--- src/rtl/and_pkg.sv ---
// -----------------------------------------------------------------------------
// and_pkg
// Shared helpers for the pipelined AND/NAND reduction tree.
//   clog2(n)      : ceil(log2(n)), the tree depth for n operands
//   nw(n_in, lvl) : number of partial words held by tree level lvl,
//                   ceil(n_in / 2^(lvl+1))
// -----------------------------------------------------------------------------
package and_pkg;

   function automatic int clog2(input int n);
      int r;
      int v;
      r = 0;
      v = 1;
      while (v < n) begin
         v = v * 2;
         r = r + 1;
      end
      return r;
   endfunction

   function automatic int nw(input int n_in, input int lvl);
      return (n_in + (1 << (lvl + 1)) - 1) >> (lvl + 1);
   endfunction

endpackage

--- src/rtl/and_tree_level.sv ---
// -----------------------------------------------------------------------------
// and_tree_level
// One registered level of the AND reduction tree. Words (2k, 2k+1) are ANDed
// into output word k; an odd trailing word passes through unchanged. The valid
// bit and nand flag travel alongside the data. All state advances only on en.
// Ports:
//   clk, rst_n          clock, async active-low reset
//   en                  pipeline advance
//   in_valid, in_nand   valid / invert flag from the previous level
//   in_data             N_WORDS_IN partial words
//   out_valid, out_nand registered valid / invert flag
//   out_data            N_WORDS_OUT registered partial words
// -----------------------------------------------------------------------------
module and_tree_level
   import and_pkg::*;
#(
   parameter int N_WORDS_IN  = 2,
   parameter int DATA_W      = 1,
   localparam int N_WORDS_OUT = (N_WORDS_IN + 1) / 2
) (
   input  logic                                  clk,
   input  logic                                  rst_n,
   input  logic                                  en,
   input  logic                                  in_valid,
   input  logic                                  in_nand,
   input  logic [N_WORDS_IN-1:0][DATA_W-1:0]     in_data,
   output logic                                  out_valid,
   output logic                                  out_nand,
   output logic [N_WORDS_OUT-1:0][DATA_W-1:0]    out_data
);

   logic [N_WORDS_OUT-1:0][DATA_W-1:0] pair_and;

   for (genvar k = 0; k < N_WORDS_OUT; k++) begin : g_pair
      if (2 * k + 1 < N_WORDS_IN) begin : g_and
         assign pair_and[k] = in_data[2*k] & in_data[2*k+1];
      end else begin : g_pass
         // unpaired word: equivalent to ANDing with all-ones
         assign pair_and[k] = in_data[2*k];
      end
   end

   always_ff @(posedge clk or negedge rst_n) begin
      if (!rst_n) begin
         out_valid <= 1'b0;
         out_nand  <= 1'b0;
         out_data  <= '0;
      end else if (en) begin
         // data loads even on bubbles; it is only meaningful with valid set
         out_valid <= in_valid;
         out_nand  <= in_nand;
         out_data  <= pair_and;
      end
   end

endmodule

--- src/rtl/and_reduce_pipe.sv ---
// -----------------------------------------------------------------------------
// and_reduce_pipe
// Pipelined bitwise AND/NAND reduction of N_IN operands of DATA_W bits.
// Binary tree of D = clog2(N_IN) registered levels; latency D cycles,
// one word per cycle, valid/ready flow control with a global stall.
// Ports:
//   clk, rst_n   clock, async active-low reset
//   in_valid     operand vector valid
//   in_ready     block accepts in_data this cycle (= pipeline enable)
//   in_data      operand k at [k*DATA_W +: DATA_W]
//   in_nand      invert the final result for this vector
//   out_valid    result valid
//   out_ready    consumer accepts result
//   out_data     reduction result
// -----------------------------------------------------------------------------
module and_reduce_pipe
   import and_pkg::*;
#(
   parameter int N_IN   = 3,
   parameter int DATA_W = 1
) (
   input  logic                     clk,
   input  logic                     rst_n,
   input  logic                     in_valid,
   output logic                     in_ready,
   input  logic [N_IN*DATA_W-1:0]   in_data,
   input  logic                     in_nand,
   output logic                     out_valid,
   input  logic                     out_ready,
   output logic [DATA_W-1:0]        out_data
);

   localparam int D = clog2(N_IN);

   logic                          en;
   logic [N_IN-1:0][DATA_W-1:0]   operands;

   // Whole pipe moves together: a held output freezes every level, so
   // in_ready depends only on out_ready and registered state.
   assign en       = !out_valid | out_ready;
   assign in_ready = en;
   assign operands = in_data;

   for (genvar l = 0; l < D; l++) begin : g_lvl
      localparam int NWI = (l == 0) ? N_IN : nw(N_IN, l - 1);
      localparam int NWO = nw(N_IN, l);

      logic [NWI-1:0][DATA_W-1:0] d_in;
      logic                       v_in;
      logic                       f_in;
      logic [NWO-1:0][DATA_W-1:0] d_out;
      logic                       v_out;
      logic                       f_out;

      if (l == 0) begin : g_src
         assign d_in = operands;
         assign v_in = in_valid;
         assign f_in = in_nand;
      end else begin : g_src
         assign d_in = g_lvl[l-1].d_out;
         assign v_in = g_lvl[l-1].v_out;
         assign f_in = g_lvl[l-1].f_out;
      end

      and_tree_level #(
         .N_WORDS_IN (NWI),
         .DATA_W     (DATA_W)
      ) u_lvl (
         .clk       (clk),
         .rst_n     (rst_n),
         .en        (en),
         .in_valid  (v_in),
         .in_nand   (f_in),
         .in_data   (d_in),
         .out_valid (v_out),
         .out_nand  (f_out),
         .out_data  (d_out)
      );
   end

   // XOR sits after the last register: out_data changes only on an edge or
   // reset, and reset clears the flag so out_data reads 0.
   assign out_valid = g_lvl[D-1].v_out;
   assign out_data  = g_lvl[D-1].d_out[0] ^ {DATA_W{g_lvl[D-1].f_out}};

endmodule

--- config.mk ---
export PLATFORM = sky130hd
export DESIGN_NAME = and_reduce_pipe
export DESIGN_NICKNAME = d
export VERILOG_FILES = /design/src/rtl/and_pkg.sv /design/src/rtl/and_tree_level.sv /design/src/rtl/and_reduce_pipe.sv
export SDC_FILE = /design/constraint.sdc
export NUM_CORES = 1
export LEC_CHECK = 0
export ABC_AREA = 1
export CAP_MARGIN = 20
export CORE_AREA = 2 2 39 41
export DETAILED_ROUTE_END_ITERATION = 8
export DIE_AREA = 0 0 41 43
export PLACE_DENSITY = 0.44
export SYNTH_ARGS = -nofsm -noshare
export SYNTH_HDL_FRONTEND = slang
export SYNTH_HIERARCHICAL = 1
export SYNTH_SLANG_ARGS = --single-unit
--- constraint.sdc ---
create_clock -name clk -period 2 [get_ports clk]
set_input_delay 0.4 -clock clk [delete_from_list [all_inputs] [get_ports clk]]
set_output_delay 0.4 -clock clk [all_outputs]
set_load 0.02 [all_outputs]
# ---- After elaboration in Yosys (flattened, before gate mapping)
# Index checks and enable logic that the tools add are counted.
dict set report totals {
  romBits 0
  mem_count 0
  ramBits 0
  latch_bits 0
  ff_bits 7
  word_cells 12
  in_bits 8
}
dict set report classes {
  order_cmp 0
  n_mul 0
  addsub 0
  n_div 0
  eq_ne 0
  mux 0
  reduce_logical 1
  n_shift 0
  n_bitwise 4
}
# operator n
set ops {}
lappend ops {{AND 1 bit} 2}
lappend ops {{logical NOT 1 bit} 1}
lappend ops {{bitwise OR 1 bit} 1}
lappend ops {{bitwise XOR 1 bit} 1}

# ---- Longest topological paths before layout
dict set report logic_depth {
  word_depth 2
  depth_mapped 5
  ltp_nobuf 5
}

# ---- Hierarchy
# Netlist, hierarchy kept.
# module seq_area_each_um2 instances area_each_um2 cells_each
set modules_own_cells {}
lappend modules_own_cells {{and_tree_level (g_lvl[0].u_lvl)} 100.1 1 150.1 17}
lappend modules_own_cells {{and_tree_level (g_lvl[1].u_lvl)} 75.1 1 113.9 13}
lappend modules_own_cells {and_reduce_pipe 0.0 1 26.3 7}

# ---- Worst setup path before layout
# Ideal clock, no wire load.
dict set report synth_path {
  path_type {flip-flop to output port}
  start {register g_lvl[1].u_lvl.out_valid}
  end {output in_ready}
  stages_incl_launch_ff 2
  path_buffers 0
  path_slack_ns 0.799
  t_required_ns 1.600
  t_arrival_ns 0.801
  path_cell_list {dfrtp_1 -> nand2_1}
}
dict set report synth_via {
  elab_chain_len 2
}
# element line
set synth_lines {}
lappend synth_lines {{from (decl)} and_tree_level.sv:27} ;# output logic out_valid,
lappend synth_lines {{from (signal assigned)} and_tree_level.sv:50} ;# out_valid <= in_valid;
lappend synth_lines {{logical NOT 1 bit} and_reduce_pipe.sv:40} ;# assign en = !out_valid | out_ready;
lappend synth_lines {{bitwise OR 1 bit} and_reduce_pipe.sv:40}
lappend synth_lines {{to (decl)} and_reduce_pipe.sv:25} ;# output logic in_ready,
# Every way passes these cells.

# ---- Worst setup path after layout
dict set report layout_path {
  start {register g_lvl[1].u_lvl.out_data}
  end {output out_data}
}
dict set report layout_via {
  elab_chain_len 1
}
# element line
set layout_lines {}
lappend layout_lines {{from (decl)} and_tree_level.sv:29} ;# output logic [N_WORDS_OUT-1:0][DATA_W-1:0] out_data
lappend layout_lines {{from (signal assigned)} and_tree_level.sv:52} ;# out_data <= pair_and;
lappend layout_lines {{bitwise XOR 1 bit} and_reduce_pipe.sv:84} ;# assign out_data = g_lvl[D-1].d_out[0] ^ {DATA_W{g_lvl[D-1].f_out}};
lappend layout_lines {{to (decl)} and_reduce_pipe.sv:30} ;# output logic [DATA_W-1:0] out_data
# Every way passes these cells.

==> results by stage <==
Setup path:
- For this design, the slowest cell found on the critical path is clkdlybuf4s50_1.
- STA classifies the critical path startpoint as a flop.
- Data on the critical path is required at its endpoint by 1600 ps.
- The critical path contains buffers and inverters numbering 2 combined.
- The signal on the critical path passes through inv_1, nand2_1, nand2_1, clkdlybuf4s50_1.
- The kind of cell with the highest combined delay along the critical path is buffers and inverters.
- In this run the worst path has a maximum fanout of 3.
- The cell seen most often among critical-path stages is nand2_1.
- The category of the critical setup timing path is flop to output port.
- On the worst path, the slowest cell contributes a delay of 590 ps.
- For the worst setup path, the data arrival time is 1370 ps.
- STA classifies the critical path endpoint as an output port.

Outcome:
- The flow ran to the end, and the final reports show no timing, DRC or antenna violations.

Synth:
- Ranked by total cell area, the synthesized netlist is headed by dfrtp_1, nand2_1, inv_1.
- The combinational family with the most area after synthesis is simple AND/OR/NAND/NOR gates.
- For this run, the register share of the synthesized area comes to 0.6034.
- Counting flops with an async set or reset pin after synthesis yields a share of 1.000.
- In the synthesized netlist the dominant register cell turns out to be dfrtp_1.
- The synthesized design contains 0 enable-type register cells.
- The compound-gate portion of the synthesized area is 0.
- The synthesized netlist net count is 45.
- The most common cell in the netlist is nand2_1.
- The simple-gate share of the synthesized area is 0.3319.
- Measured against the total synthesized area, the mux share comes to 0.
- During synthesis, Yosys emitted a total of 6 warnings.
- The synthesized design contains 7 register bits.
- The post-synthesis share of cell area spent on full adders, half adders and majority gates is 0.
- The area fraction of the dominant cell type after synthesis is 0.6034.
- The per-instance average area after synthesis is 7.845 um^2.
- Of the total synthesized cell area, the portion taken by XOR and XNOR cells is 0.
- In this run, distinct cell masters in the synthesized netlist total 5.
- The biggest area contributor in the post-synthesis netlist is dfrtp_1.
- Ranked by instance count, the synthesized netlist is headed by nand2_1, dfrtp_1, inv_1, inv_2, nand3_1.
- In this run the cell area of the synthesized design comes to 290.3 um^2.
- The instance count of the mapped netlist is 37.

GRT:
- The largest net degree at the start of global routing is 10.
- The first global-routing pass estimated 841 um of wire.
- The overall fraction of global-route tracks in use is 0.07583.
- The number of antenna violations at the first check in global routing is 0.
- The via count of the first global-routing pass came to 225.
- Summed over all layers, the global routing overflow is 0.

Detailed routing:
- In the routed layout, each cell is associated on average with a via count of 3.765.
- The total wire length after detailed routing is 525 um.
- Once detail routing completed, the nets flagged for antenna violations numbered 0.
- The iteration-0 DRC count of the detailed router is 5.
- The post-detailed-route wirelength per cell is 7.721 um.
- For this run, the detailed router's first-pass iteration total came to 4.
- Summing over every cut layer, the via total after detailed routing is 256.
- For this run, design rule violations remaining after detail routing come to 0.

Die:
- The overall die height is 43 um.
- In this run the horizontal extent of the chip is 41 um.
- For this configuration, the core starts out at a cell density of 0.2098.
- After floorplanning, the core was sized to cover 1384 um^2.
- The number of top-level pins is 11.
- The die area is 1763 um^2.
- In this run the core area contains 14 standard-cell rows.

STA:
- In the finished design, the share of the clock period the worst path needs comes to 0.8871.
- The clock period minus worst slack is 1774 ps.
- The count of final hold-check violations is 0.
- Derived from the worst setup path, the maximum achievable clock frequency is 0.5636 GHz.
- Setup repair after global routing left no endpoint under its margin.
- The final count of negative-setup-slack endpoints is 0.
- Measured against its own limit, the worst slew margin works out to 0.7904.
- The setup TNS is 0 ps.
- The final-report max-slew violation count came to 0.
- The worst setup slack after layout is 225.7 ps.
- At the pin with the least slew margin, the transition time is 313.4 ps.
- The worst clock skew is 4.099 ps.

Clock tree:
- The clock-pin slew on the worst setup and hold paths is 50 ps.
- In this run the number of H-tree levels came out at 1.
- The tree built by TritonCTS fans out to 7 sinks.
- The root buffer cell chosen for the clock tree is clkbuf_4.
- The number of clock buffers added by TritonCTS is 3.
- No sink is reached through more buffers than the 2 on the longest clock path.
- Clock latency on the worst-skew pair, taken at its later pin, is 240 ps.
- TritonCTS built the clock tree.
- The post-CTS setup-driven buffer insertion count is 0.

Power:
- The fraction of power consumed by sequential logic is 0.435.
- The combinational share of power is 0.265.
- VDD sags by at most 0.2399 mV.
- Of the total power, the share spent switching nets is 0.2871.
- The power per cell area is 926.8 nW/um^2.
- The clock network power share is 0.299.
- Internal power comes to 0.2952 mW.
- The analysis attributes to cell leakage a power of 0.2419 nW.
- In this run the power spent charging and discharging nets is 0.1188 mW.

Flow run:
- Max-cap violations in this run came to 0.

Placement:
- The detailed placer's ending HPWL is 400.7 um.
- Timing analysis after detailed placement gives a worst setup slack of 47.80 ps.
- The congestion estimate from routability-driven global placement came to 0.6241.
- During placement, the flow inserted port buffers numbering 10.

Cells and area:
- The net count of the finished layout is 61.
- The growth of design area from synthesis to finish is 53.88%.
- The repair_antennas step left the layout with diodes totalling 0.
- The fraction of layout instances using a drive strength above 1 is 0.1154.

Min path:
- The kind of path behind the tightest hold check is primary input to async pin.
-- final timing paths --
check / start / to / slack (ps) / cells past startpoint
max reg2reg: g_lvl[1].u_lvl/out_valid / g_lvl[0].u_lvl/out_nand / 1080 / 5
min reg2reg: g_lvl[0].u_lvl/out_nand / g_lvl[1].u_lvl/out_nand / 470 / 2
max: g_lvl[1].u_lvl/out_data / out_data / 230 / 4
max in group asynchronous: rst_n / g_lvl[0].u_lvl/out_valid / 1350 / 1
min in group clk: g_lvl[0].u_lvl/out_nand / g_lvl[1].u_lvl/out_nand / 470 / 2
min: rst_n / g_lvl[1].u_lvl/out_nand / 410 / 1
-- layer usage --
metal,up-vias,routed length [um],track usage
met1,106,264,0.08882
li1,138,-,-
met4,0,14,0.1000
met2,10,204,0.09063
met5,-,0,0
met3,2,42,0.02094
-- placed cells by master, fill, tap and decap left out --
cell type	Yosys	final
nand2_1	23	23
clkdlybuf4s50_1	0	9
dfrtp_1	7	7
inv_1	3	3
clkbuf_4	0	3
inv_2	2	2
nand3_1	2	2
clkbuf_1	0	1
dlymetal6s2s_1	0	1
buf_4	0	1
-- registers in the layout (all words and copies together) (netlist names) --
| signal | cells |
|---|---|
| g_lvl.u_lvl/out_data | 3 |
| g_lvl.u_lvl/out_nand | 2 |
| g_lvl.u_lvl/out_valid | 2 |
-- what timing repair did --
item                       in CTS  in global routing
hold buffers                    0                  0
resized for setup               0                  1
setup endpoints to repair       0                  1
-- area by class of cell --
class / instances / area, um^2
fillers: 158 / 937.1
flip-flops and latches: 7 / 175.2
repair buffers: 11 / 110.1
multi-input cells: 25 / 96.34
clock buffers: 4 / 26.28
well taps: 16 / 20.02
inverters: 5 / 18.77
-- cell families after synthesis --
kind of cell | Yosys count
simple gates | 25
buf+inv | 5
flops | 7
-- power groups by stage --
stage               Combinational, mW  Sequential [mW]  Clock [mW]
global route                    0.124            0.183       0.137
finish                          0.110            0.180       0.124
detailed placement              0.112            0.182           0
global placement                0.112            0.182           0
CTS                             0.112            0.180       0.129
floorplan                      0.0520            0.186           0
-- per-stage QoR --
step                        util  power [mW]  hold slack [ps]  std cells  cell area [um^2]
after floorplan                -      0.2375            104.4         37             290.3
after global placement    0.3020      0.2939            456.0         64             417.9
after detailed placement  0.3020      0.2943            462.0         64             417.9
after CTS                 0.3210      0.4216            417.9         68             444.2
after global routing      0.3228      0.4442            434.3         68             446.7
final                     0.3228      0.4140            411.4         68             446.7
Note: power is estimated with default switching activity, not from simulation.
